### config.mk
export PLATFORM = sky130hd
export DESIGN_NAME = ddr_burst_arbiter_flat
export DESIGN_NICKNAME = d
export VERILOG_FILES = /design/src/rtl/ddr_burst_arbiter_if.sv /design/src/rtl/ddr_burst_arbiter.sv /design/src/flat_wrapper.sv
export SDC_FILE = /design/constraint.sdc
export NUM_CORES = 1
export LEC_CHECK = 0
export CAP_MARGIN = 20
export CORE_ASPECT_RATIO = 0.8
export CORE_MARGIN = 2
export CORE_UTILIZATION = 32
export DETAILED_ROUTE_END_ITERATION = 7
export MAX_ROUTING_LAYER = met4
export PLACE_DENSITY_LB_ADDON = 0.25
export SYNTH_ARGS = -nofsm -noshare
export SYNTH_HDL_FRONTEND = slang
export SYNTH_SLANG_ARGS = --single-unit
### constraint.sdc
create_clock -name clk -period 1.8 [get_ports clk]
set_clock_uncertainty 0.15 [all_clocks]
set_input_delay 0.27 -clock clk [delete_from_list [all_inputs] [get_ports clk]]
set_output_delay 0.27 -clock clk [all_outputs]
set_load 0.02 [all_outputs]
### src/rtl/ddr_burst_arbiter_if.sv
// ddr_burst_arbiter_if
//   Bundles every signal between the DDR burst arbiter, its two requesters
//   (display line fetcher, Life engine) and the DDR controller port.
//   master : arbiter view (drives grants, beat strobes, command, stats)
//   slave  : environment view (requesters + controller drive requests,
//            write data, command ready and read beats)
//   Signal groups:
//     disp_*  display request/grant/read-valid/done
//     eng_*   engine request/grant/write-next/read-valid/done
//     rd_data shared registered read data
//     mem_*   DDR controller command, write and read channels
//     busy, stat_*  status and optional statistics (ARB_STATS_EN)
interface ddr_burst_arbiter_if #(
  parameter int ADDR_W = 24,
  parameter int DATA_W = 32,
  parameter int LEN_W  = 6
);
  logic              disp_req;
  logic [ADDR_W-1:0] disp_addr;
  logic [LEN_W-1:0]  disp_len;
  logic              disp_grant;
  logic              disp_rd_valid;
  logic              disp_done;

  logic              eng_req;
  logic              eng_we;
  logic [ADDR_W-1:0] eng_addr;
  logic [LEN_W-1:0]  eng_len;
  logic [DATA_W-1:0] eng_wr_data;
  logic              eng_grant;
  logic              eng_wr_next;
  logic              eng_rd_valid;
  logic              eng_done;

  logic [DATA_W-1:0] rd_data;

  logic              mem_cmd_valid;
  logic              mem_cmd_ready;
  logic              mem_cmd_we;
  logic [ADDR_W-1:0] mem_cmd_addr;
  logic [LEN_W-1:0]  mem_cmd_len;
  logic [DATA_W-1:0] mem_wr_data;
  logic              mem_wr_ready;
  logic [DATA_W-1:0] mem_rd_data;
  logic              mem_rd_valid;

  logic              busy;
  logic [15:0]       stat_disp_grants;
  logic [15:0]       stat_eng_grants;
  logic [15:0]       stat_eng_wait;

  modport master (
    input  disp_req, disp_addr, disp_len,
    output disp_grant, disp_rd_valid, disp_done,
    input  eng_req, eng_we, eng_addr, eng_len, eng_wr_data,
    output eng_grant, eng_wr_next, eng_rd_valid, eng_done,
    output rd_data,
    output mem_cmd_valid, mem_cmd_we, mem_cmd_addr, mem_cmd_len, mem_wr_data,
    input  mem_cmd_ready, mem_wr_ready, mem_rd_data, mem_rd_valid,
    output busy, stat_disp_grants, stat_eng_grants, stat_eng_wait
  );

  modport slave (
    output disp_req, disp_addr, disp_len,
    input  disp_grant, disp_rd_valid, disp_done,
    output eng_req, eng_we, eng_addr, eng_len, eng_wr_data,
    input  eng_grant, eng_wr_next, eng_rd_valid, eng_done,
    input  rd_data,
    input  mem_cmd_valid, mem_cmd_we, mem_cmd_addr, mem_cmd_len, mem_wr_data,
    output mem_cmd_ready, mem_wr_ready, mem_rd_data, mem_rd_valid,
    input  busy, stat_disp_grants, stat_eng_grants, stat_eng_wait
  );
endinterface

### src/rtl/ddr_burst_arbiter.sv
// ddr_burst_arbiter
//   Shares the DDR controller command/data port between the display line
//   fetcher (read-only, hard deadline) and the Life generation engine
//   (read/write). One burst at a time: arbitrate, issue command, count data
//   beats, release.
// Ports:
//   clk  system clock
//   rst  synchronous reset, active-high
//   bus  ddr_burst_arbiter_if.master: requester handshakes, DDR command /
//        write / read channels, busy flag and statistics counters
// Optional feature macro: ARB_STATS_EN
//   defined   -> 16-bit saturating grant / engine-wait counters are built
//   undefined -> stat_* outputs are tied to zero
module ddr_burst_arbiter #(
  parameter int ADDR_W       = 24,
  parameter int DATA_W       = 32,
  parameter int LEN_W        = 6,
  parameter int MAX_DISP_RUN = 4
) (
  input  logic                clk,
  input  logic                rst,
  ddr_burst_arbiter_if.master bus
);

  localparam int RUN_W = (MAX_DISP_RUN < 1) ? 1 : $clog2(MAX_DISP_RUN + 1);
  localparam logic [RUN_W-1:0] RUN_MAX = RUN_W'(MAX_DISP_RUN);

  typedef enum logic [1:0] {S_IDLE, S_CMD, S_DATA, S_DONE} state_t;

  state_t            state, state_nxt;
  logic              owner_eng;
  logic              cmd_we;
  logic [ADDR_W-1:0] cmd_addr;
  logic [LEN_W-1:0]  cmd_len;
  logic [LEN_W-1:0]  beat_cnt;
  logic [RUN_W-1:0]  run_cnt;

  logic              disp_win, eng_win;
  logic              cmd_accept;
  logic              beat;
  logic              rd_beat;

  logic              disp_grant_q, eng_grant_q;
  logic              disp_done_q, eng_done_q;
  logic              disp_rd_vld_p1, eng_rd_vld_p1;
  logic [DATA_W-1:0] rd_data_p1;

  function automatic logic [RUN_W-1:0] run_sat_inc(input logic [RUN_W-1:0] v);
    return (v >= RUN_MAX) ? RUN_MAX : v + RUN_W'(1);
  endfunction

  // Next state and arbitration. The display normally wins; once it has
  // taken MAX_DISP_RUN grants in a row over a waiting engine, the engine
  // gets the next slot.
  always_comb begin
    state_nxt  = state;
    disp_win   = 1'b0;
    eng_win    = 1'b0;
    cmd_accept = 1'b0;
    beat       = 1'b0;
    rd_beat    = 1'b0;
    case (state)
      S_IDLE: begin
        if (bus.disp_req && !((run_cnt == RUN_MAX) && bus.eng_req)) begin
          disp_win = 1'b1;
        end else if (bus.eng_req) begin
          eng_win = 1'b1;
        end
        if (disp_win || eng_win) state_nxt = S_CMD;
      end
      S_CMD: begin
        if (bus.mem_cmd_ready) begin
          cmd_accept = 1'b1;
          state_nxt  = S_DATA;
        end
      end
      S_DATA: begin
        beat    = cmd_we ? bus.mem_wr_ready : bus.mem_rd_valid;
        rd_beat = !cmd_we && bus.mem_rd_valid;
        if (beat && (beat_cnt == '0)) state_nxt = S_DONE;
      end
      S_DONE: begin
        state_nxt = S_IDLE;
      end
      default: state_nxt = S_IDLE;
    endcase
  end

  // Stage p0 -> p1: state, latched command, beat counter, registered read beat
  always_ff @(posedge clk) begin
    if (rst) begin
      state          <= S_IDLE;
      owner_eng      <= 1'b0;
      cmd_we         <= 1'b0;
      cmd_addr       <= '0;
      cmd_len        <= '0;
      beat_cnt       <= '0;
      run_cnt        <= '0;
      disp_grant_q   <= 1'b0;
      eng_grant_q    <= 1'b0;
      disp_done_q    <= 1'b0;
      eng_done_q     <= 1'b0;
      disp_rd_vld_p1 <= 1'b0;
      eng_rd_vld_p1  <= 1'b0;
      rd_data_p1     <= '0;
    end else begin
      state        <= state_nxt;
      disp_grant_q <= disp_win;
      eng_grant_q  <= eng_win;

      if (disp_win) begin
        owner_eng <= 1'b0;
        cmd_we    <= 1'b0;
        cmd_addr  <= bus.disp_addr;
        cmd_len   <= bus.disp_len;
        // Only a run of grants taken over a waiting engine counts.
        run_cnt   <= bus.eng_req ? run_sat_inc(run_cnt) : '0;
      end else if (eng_win) begin
        owner_eng <= 1'b1;
        cmd_we    <= bus.eng_we;
        cmd_addr  <= bus.eng_addr;
        cmd_len   <= bus.eng_len;
        run_cnt   <= '0;
      end

      // Counter holds at zero on the final beat so max length never wraps.
      if (cmd_accept) begin
        beat_cnt <= cmd_len;
      end else if (beat && (beat_cnt != '0)) begin
        beat_cnt <= beat_cnt - LEN_W'(1);
      end

      if (rd_beat) rd_data_p1 <= bus.mem_rd_data;
      disp_rd_vld_p1 <= rd_beat && !owner_eng;
      eng_rd_vld_p1  <= rd_beat && owner_eng;

      disp_done_q <= (state == S_DONE) && !owner_eng;
      eng_done_q  <= (state == S_DONE) && owner_eng;
    end
  end

  assign bus.disp_grant    = disp_grant_q;
  assign bus.eng_grant     = eng_grant_q;
  assign bus.disp_done     = disp_done_q;
  assign bus.eng_done      = eng_done_q;
  assign bus.disp_rd_valid = disp_rd_vld_p1;
  assign bus.eng_rd_valid  = eng_rd_vld_p1;
  assign bus.rd_data       = rd_data_p1;

  assign bus.mem_cmd_valid = (state == S_CMD);
  assign bus.mem_cmd_we    = cmd_we;
  assign bus.mem_cmd_addr  = cmd_addr;
  assign bus.mem_cmd_len   = cmd_len;
  assign bus.mem_wr_data   = bus.eng_wr_data;
  assign bus.eng_wr_next   = (state == S_DATA) && cmd_we && bus.mem_wr_ready;
  assign bus.busy          = (state != S_IDLE);

`ifdef ARB_STATS_EN
  logic [15:0] stat_disp_q, stat_eng_q, stat_wait_q;

  function automatic logic [15:0] sat_inc16(input logic [15:0] v);
    return (v == 16'hFFFF) ? v : v + 16'd1;
  endfunction

  // A waiting cycle is one where the engine asks, is not picked this
  // cycle, and is not already seeing its grant pulse.
  always_ff @(posedge clk) begin
    if (rst) begin
      stat_disp_q <= '0;
      stat_eng_q  <= '0;
      stat_wait_q <= '0;
    end else begin
      if (disp_win) stat_disp_q <= sat_inc16(stat_disp_q);
      if (eng_win)  stat_eng_q  <= sat_inc16(stat_eng_q);
      if (bus.eng_req && !eng_win && !eng_grant_q) stat_wait_q <= sat_inc16(stat_wait_q);
    end
  end

  assign bus.stat_disp_grants = stat_disp_q;
  assign bus.stat_eng_grants  = stat_eng_q;
  assign bus.stat_eng_wait    = stat_wait_q;
`else
  assign bus.stat_disp_grants = '0;
  assign bus.stat_eng_grants  = '0;
  assign bus.stat_eng_wait    = '0;
`endif

endmodule

### src/flat_wrapper.sv
// flat-port wrapper written by rule: the top's interface ports become plain ports
module ddr_burst_arbiter_flat 
#(
  parameter int ADDR_W       = 24,
  parameter int DATA_W       = 32,
  parameter int LEN_W        = 6,
  parameter int MAX_DISP_RUN = 4
)
  (clk, rst, bus_disp_req, bus_disp_addr, bus_disp_len, bus_disp_grant, bus_disp_rd_valid, bus_disp_done, bus_eng_req, bus_eng_we, bus_eng_addr, bus_eng_len, bus_eng_wr_data, bus_eng_grant, bus_eng_wr_next, bus_eng_rd_valid, bus_eng_done, bus_rd_data, bus_mem_cmd_valid, bus_mem_cmd_we, bus_mem_cmd_addr, bus_mem_cmd_len, bus_mem_wr_data, bus_mem_cmd_ready, bus_mem_wr_ready, bus_mem_rd_data, bus_mem_rd_valid, bus_busy, bus_stat_disp_grants, bus_stat_eng_grants, bus_stat_eng_wait);
  ddr_burst_arbiter_if #(.ADDR_W(ADDR_W), .DATA_W(DATA_W), .LEN_W(LEN_W)) bus_i ();
  input  logic clk;
  input  logic rst;
  input wire logic [$bits(bus_i.disp_req)-1:0] bus_disp_req;
  input wire logic [$bits(bus_i.disp_addr)-1:0] bus_disp_addr;
  input wire logic [$bits(bus_i.disp_len)-1:0] bus_disp_len;
  output wire logic [$bits(bus_i.disp_grant)-1:0] bus_disp_grant;
  output wire logic [$bits(bus_i.disp_rd_valid)-1:0] bus_disp_rd_valid;
  output wire logic [$bits(bus_i.disp_done)-1:0] bus_disp_done;
  input wire logic [$bits(bus_i.eng_req)-1:0] bus_eng_req;
  input wire logic [$bits(bus_i.eng_we)-1:0] bus_eng_we;
  input wire logic [$bits(bus_i.eng_addr)-1:0] bus_eng_addr;
  input wire logic [$bits(bus_i.eng_len)-1:0] bus_eng_len;
  input wire logic [$bits(bus_i.eng_wr_data)-1:0] bus_eng_wr_data;
  output wire logic [$bits(bus_i.eng_grant)-1:0] bus_eng_grant;
  output wire logic [$bits(bus_i.eng_wr_next)-1:0] bus_eng_wr_next;
  output wire logic [$bits(bus_i.eng_rd_valid)-1:0] bus_eng_rd_valid;
  output wire logic [$bits(bus_i.eng_done)-1:0] bus_eng_done;
  output wire logic [$bits(bus_i.rd_data)-1:0] bus_rd_data;
  output wire logic [$bits(bus_i.mem_cmd_valid)-1:0] bus_mem_cmd_valid;
  output wire logic [$bits(bus_i.mem_cmd_we)-1:0] bus_mem_cmd_we;
  output wire logic [$bits(bus_i.mem_cmd_addr)-1:0] bus_mem_cmd_addr;
  output wire logic [$bits(bus_i.mem_cmd_len)-1:0] bus_mem_cmd_len;
  output wire logic [$bits(bus_i.mem_wr_data)-1:0] bus_mem_wr_data;
  input wire logic [$bits(bus_i.mem_cmd_ready)-1:0] bus_mem_cmd_ready;
  input wire logic [$bits(bus_i.mem_wr_ready)-1:0] bus_mem_wr_ready;
  input wire logic [$bits(bus_i.mem_rd_data)-1:0] bus_mem_rd_data;
  input wire logic [$bits(bus_i.mem_rd_valid)-1:0] bus_mem_rd_valid;
  output wire logic [$bits(bus_i.busy)-1:0] bus_busy;
  output wire logic [$bits(bus_i.stat_disp_grants)-1:0] bus_stat_disp_grants;
  output wire logic [$bits(bus_i.stat_eng_grants)-1:0] bus_stat_eng_grants;
  output wire logic [$bits(bus_i.stat_eng_wait)-1:0] bus_stat_eng_wait;
  assign bus_i.disp_req = bus_disp_req;
  assign bus_i.disp_addr = bus_disp_addr;
  assign bus_i.disp_len = bus_disp_len;
  assign bus_disp_grant = bus_i.disp_grant;
  assign bus_disp_rd_valid = bus_i.disp_rd_valid;
  assign bus_disp_done = bus_i.disp_done;
  assign bus_i.eng_req = bus_eng_req;
  assign bus_i.eng_we = bus_eng_we;
  assign bus_i.eng_addr = bus_eng_addr;
  assign bus_i.eng_len = bus_eng_len;
  assign bus_i.eng_wr_data = bus_eng_wr_data;
  assign bus_eng_grant = bus_i.eng_grant;
  assign bus_eng_wr_next = bus_i.eng_wr_next;
  assign bus_eng_rd_valid = bus_i.eng_rd_valid;
  assign bus_eng_done = bus_i.eng_done;
  assign bus_rd_data = bus_i.rd_data;
  assign bus_mem_cmd_valid = bus_i.mem_cmd_valid;
  assign bus_mem_cmd_we = bus_i.mem_cmd_we;
  assign bus_mem_cmd_addr = bus_i.mem_cmd_addr;
  assign bus_mem_cmd_len = bus_i.mem_cmd_len;
  assign bus_mem_wr_data = bus_i.mem_wr_data;
  assign bus_i.mem_cmd_ready = bus_mem_cmd_ready;
  assign bus_i.mem_wr_ready = bus_mem_wr_ready;
  assign bus_i.mem_rd_data = bus_mem_rd_data;
  assign bus_i.mem_rd_valid = bus_mem_rd_valid;
  assign bus_busy = bus_i.busy;
  assign bus_stat_disp_grants = bus_i.stat_disp_grants;
  assign bus_stat_eng_grants = bus_i.stat_eng_grants;
  assign bus_stat_eng_wait = bus_i.stat_eng_wait;
  ddr_burst_arbiter #(.ADDR_W(ADDR_W), .DATA_W(DATA_W), .LEN_W(LEN_W), .MAX_DISP_RUN(MAX_DISP_RUN)) u_core (.clk(clk), .rst(rst), .bus(bus_i));
endmodule
==> results.py <==
metrics = {
    "detailed_routing": {
        "vias": 3694,
        "wl_per_cell_um": 14.1,
        "postRouteWirelength_mm": 11.5,
        "postRouteAntennaNets": 0,
        "drcViolationCount": 0,
        "dr.pass1.iters": 4,
        "viasPerCell": 4.55,
        "first_iter_violations": 189,
    },
    "synth": {
        "synth_seq_cells": 81,
        "ys_seq_area_frac": 0.408,
        "synth-compound-area-share": 0.148,
        "async_flop_share": 0,
        "synth_top_cell_by_area": "dfxtp_1",
        "synth_top_family_by_area": "buffers and inverters",
        "yosys.area_share.simple": 0.182,
        "ys_warn_count": 0,
        "netlist_instances": 499,
        "synth_edf_count": 0,
        "yosys.area_share.xor_xnor": 0.00661,
        "synthMuxAreaShare": 0.0104,
        "yosysUniqueCellTypes": 39,
        "synth-adder-area-share": 0.0283,
        "netlist_area_sq_um": 3980,
        "avgSynthCellArea_sq_um": 7.97,
        "synthTopCellsByArea": "dfxtp_1, buf_4, nor2_1, a2111oi_0, nand2_1",
        "synth_top_area_frac": 0.408,
        "synth-main-ff-cell": "dfxtp_1",
    },
    "power_and_ir_drop": {
        "vdd_drop_max_v": 0.000539,
        "power.share.combinational": 0.439,
        "internal-power_mw": 5.11,
        "clkPwrFrac": 0.261,
        "power_frac_seq": 0.299,
        "leakagePower_nw": 2.55,
        "powerDensity_nw_per_um2": 1260,
        "power_switching_mw": 2.80,
        "finalPower_mw": 7.91,
        "switching_share": 0.354,
    },
    "clocking": {
        "cts_max_level": 3,
        "clock_latency_ps": 340,
        "clk_pin_slew_ps": 60,
        "numCtsBuffers": 9,
        "tritoncts": "yes",
        "cts_hold_buf": 0,
        "cts_buffer_depth": 2,
        "cts_sinks": 81,
        "clk_root_buffer_cell": "clkbuf_16",
    },
    "critical_path": {
        "critPathLaunchType": "flop",
        "crit_path_max_incr_delay_ps": 460,
        "reg2reg_slack_ps": 40,
        "crit_buf_inv": 1,
        "critPathMaxFanout": 4,
        "critPathCaptureType": "flop",
        "worst_path_most_repeated_cell": "a211oi_2",
        "crit_required_ps": 1860,
        "crit_arrival_ps": 1820,
        "criticalPathCategory": "reg2reg",
        "crit_chain": "buf_6 -> ha_4 -> or4b_4 -> a211oi_2 -> xnor2_1 -> a211oi_2",
        "crit_slowest_cell": "or4b_4",
        "critPathTopFamily": "simple AND/OR/NAND/NOR gates",
    },
    "final_layout": {
        "area_delta_synth_final_pct": 57.5,
        "n_antenna_cell": 0,
        "fin_nets": 796,
        "drive_gt1_frac": 0.150,
    },
    "floorplanning": {
        "initial_utilization": 0.327,
        "core.rowCount": 36,
        "dieArea_sq_um": 13300,
        "dieWidth_um": 129,
        "io_pins": 284,
        "core_sq_um": 12200,
        "die_y_um": 104,
    },
    "global_routing": {
        "first_global_vias": 3474,
        "gr-total-overflow": 0,
        "antenna_found_initial": 0,
        "grt_first_pass_wirelength_mm": 17.6,
        "grt_max_degree": 53,
        "grt_usage": 0.169,
    },
    "timing": {
        "hold_viol_final": 0,
        "drv_slew": 0,
        "setup_tns_ps": 0,
        "setup-violations-final": 0,
        "max_freq_ghz": 0.568,
        "rsz0062_at_grt": "true",
        "period_share": 0.979,
        "finalCriticalPeriod_ps": 1760,
        "setup_ws_ps": 38.3,
    },
    "run_status": {
        "status": "finished clean",
    },
    "place": {
        "port_buffers": 171,
        "hpwl_mm": 8.09,
        "gp_congestion": 0.783,
        "dp_worst_setup_slack_ps": -230,
    },
    "flow_run": {
        "drv_cap": 0,
    },
    "min_path": {
        "hp-class": "in2reg",
    },
}
-- path summary, 6_finish.rpt --
path                                from                     end  depth (start not counted)
hold / removal                       rst      u_core.beat_cnt[3]                          2
hold reg to reg   u_core.bus.rd_data[10]  u_core.bus.rd_data[10]                          2
setup reg to reg         u_core.state[1]      u_core.beat_cnt[3]                          6
setup / recovery         u_core.state[1]      u_core.beat_cnt[3]                          6
-- power groups by stage --
stage	clock network (mW)	registers [mW]	logic, mW
after floorplan	0	2.71	1.44
after global placement	0	2.38	3.00
after detailed placement	0	2.39	3.05
after CTS	2.14	2.36	3.10
after global routing	2.22	2.42	3.75
final	2.07	2.37	3.47
-- registers in the layout, indices dropped and copies added, names as in the netlist --
register and count:
u_core.bus.mem_cmd_addr 24, u_core.bus.eng_done 1, u_core.bus.disp_rd_valid 1, u_core.beat_cnt 6, u_core.bus.disp_done 1, u_core.owner_eng 1
u_core.bus.eng_grant 1, u_core.bus.mem_cmd_len 6, u_core.bus.disp_grant 1, u_core.run_cnt 3, u_core.state 2, u_core.bus.rd_data 32
u_core.bus.mem_cmd_we 1, u_core.bus.eng_rd_valid 1
-- cells in the final DEF, fill, tap and decap left out, types with 4 or more instances in the layout --
| cell | instances |
|---|---|
| ha_1 | 6 |
| nor3_1 | 4 |
| nand2_1 | 70 |
| a21oi_1 | 36 |
| a2111oi_2 | 17 |
| a211oi_2 | 4 |
| clkdlybuf4s50_1 | 164 |
| buf_4 | 23 |
| buf_12 | 6 |
| nor2_1 | 74 |
| a2111oi_1 | 9 |
| conb_1 | 48 |
| clkbuf_16 | 11 |
| a2111oi_0 | 5 |
| inv_1 | 39 |
| dfxtp_1 | 77 |
-- synth_stat cells, drive strengths merged, types with 2 or more instances --
library cell	n
a2111oi	31
a211oi	6
a21oi	38
a221o	2
buf	86
clkbuf	20
dfxtp	81
ha	9
inv	41
mux2i	3
nand2	71
nand2b	3
nand3	2
nor2	75
nor2b	4
nor3	5
nor3b	3
xnor2	3
-- layer usage --
| metal | global-route usage | vias up | part of all wire |
|---|---|---|---|
| met4 | 0.0575 | 0 | 0.014 |
| met3 | 0.0460 | 19 | 0.055 |
| met2 | 0.286 | 127 | 0.51 |
| li1 | - | 1819 | - |
| met1 | 0.192 | 1729 | 0.43 |
| met5 | - | - | 0 |
-- cells by family after synthesis --
kind of cell,Yosys count
adder cells (fa/ha/maj),9
AND/OR/NAND/NOR,172
AO/OA/AOI/OAI,82
multiplexers,4
XOR/XNOR,3
buffers and inverters,147
other,1
flip-flops,81
-- area by class of cell --
cell class | instances | area, sq um
Clock buffer | 11 | 253
Timing Repair Buffer | 204 | 2060
Fill cell | 1140 | 5900
Multi-Input combinational cell | 318 | 1880
Inverter | 41 | 156
Clock inverter | 5 | 86.3
Tap cell | 152 | 190
Sequential cell | 81 | 1630
-- timing repair --
action | in CTS | in global routing
pin swaps | 4 | 11
cloned | 0 | 3
setup endpoints to repair | 39 | 41
buffers inserted | 1 | 1
resized for setup | 17 | 62
-- worst register-to-register path: stages, from the launching register on --
cell      delay, ps
dfxtp_4         360
buf_6            90
ha_4            140
or4b_4          460
a211oi_2        200
xnor2_1         160
a211oi_2         80
-- stage by stage --
stage | hold slack [ps] | instance area [sq um] | std cells | util
finish | 210 | 6260 | 812 | 0.515
global route | 210 | 6260 | 812 | 0.515
CTS | 140 | 6010 | 808 | 0.495
detailed placement | 296 | 5660 | 791 | 0.465
global placement | 292 | 5660 | 791 | 0.465
floorplan | 256 | 4170 | 546 | -
Power figures use the tool's default switching activity.
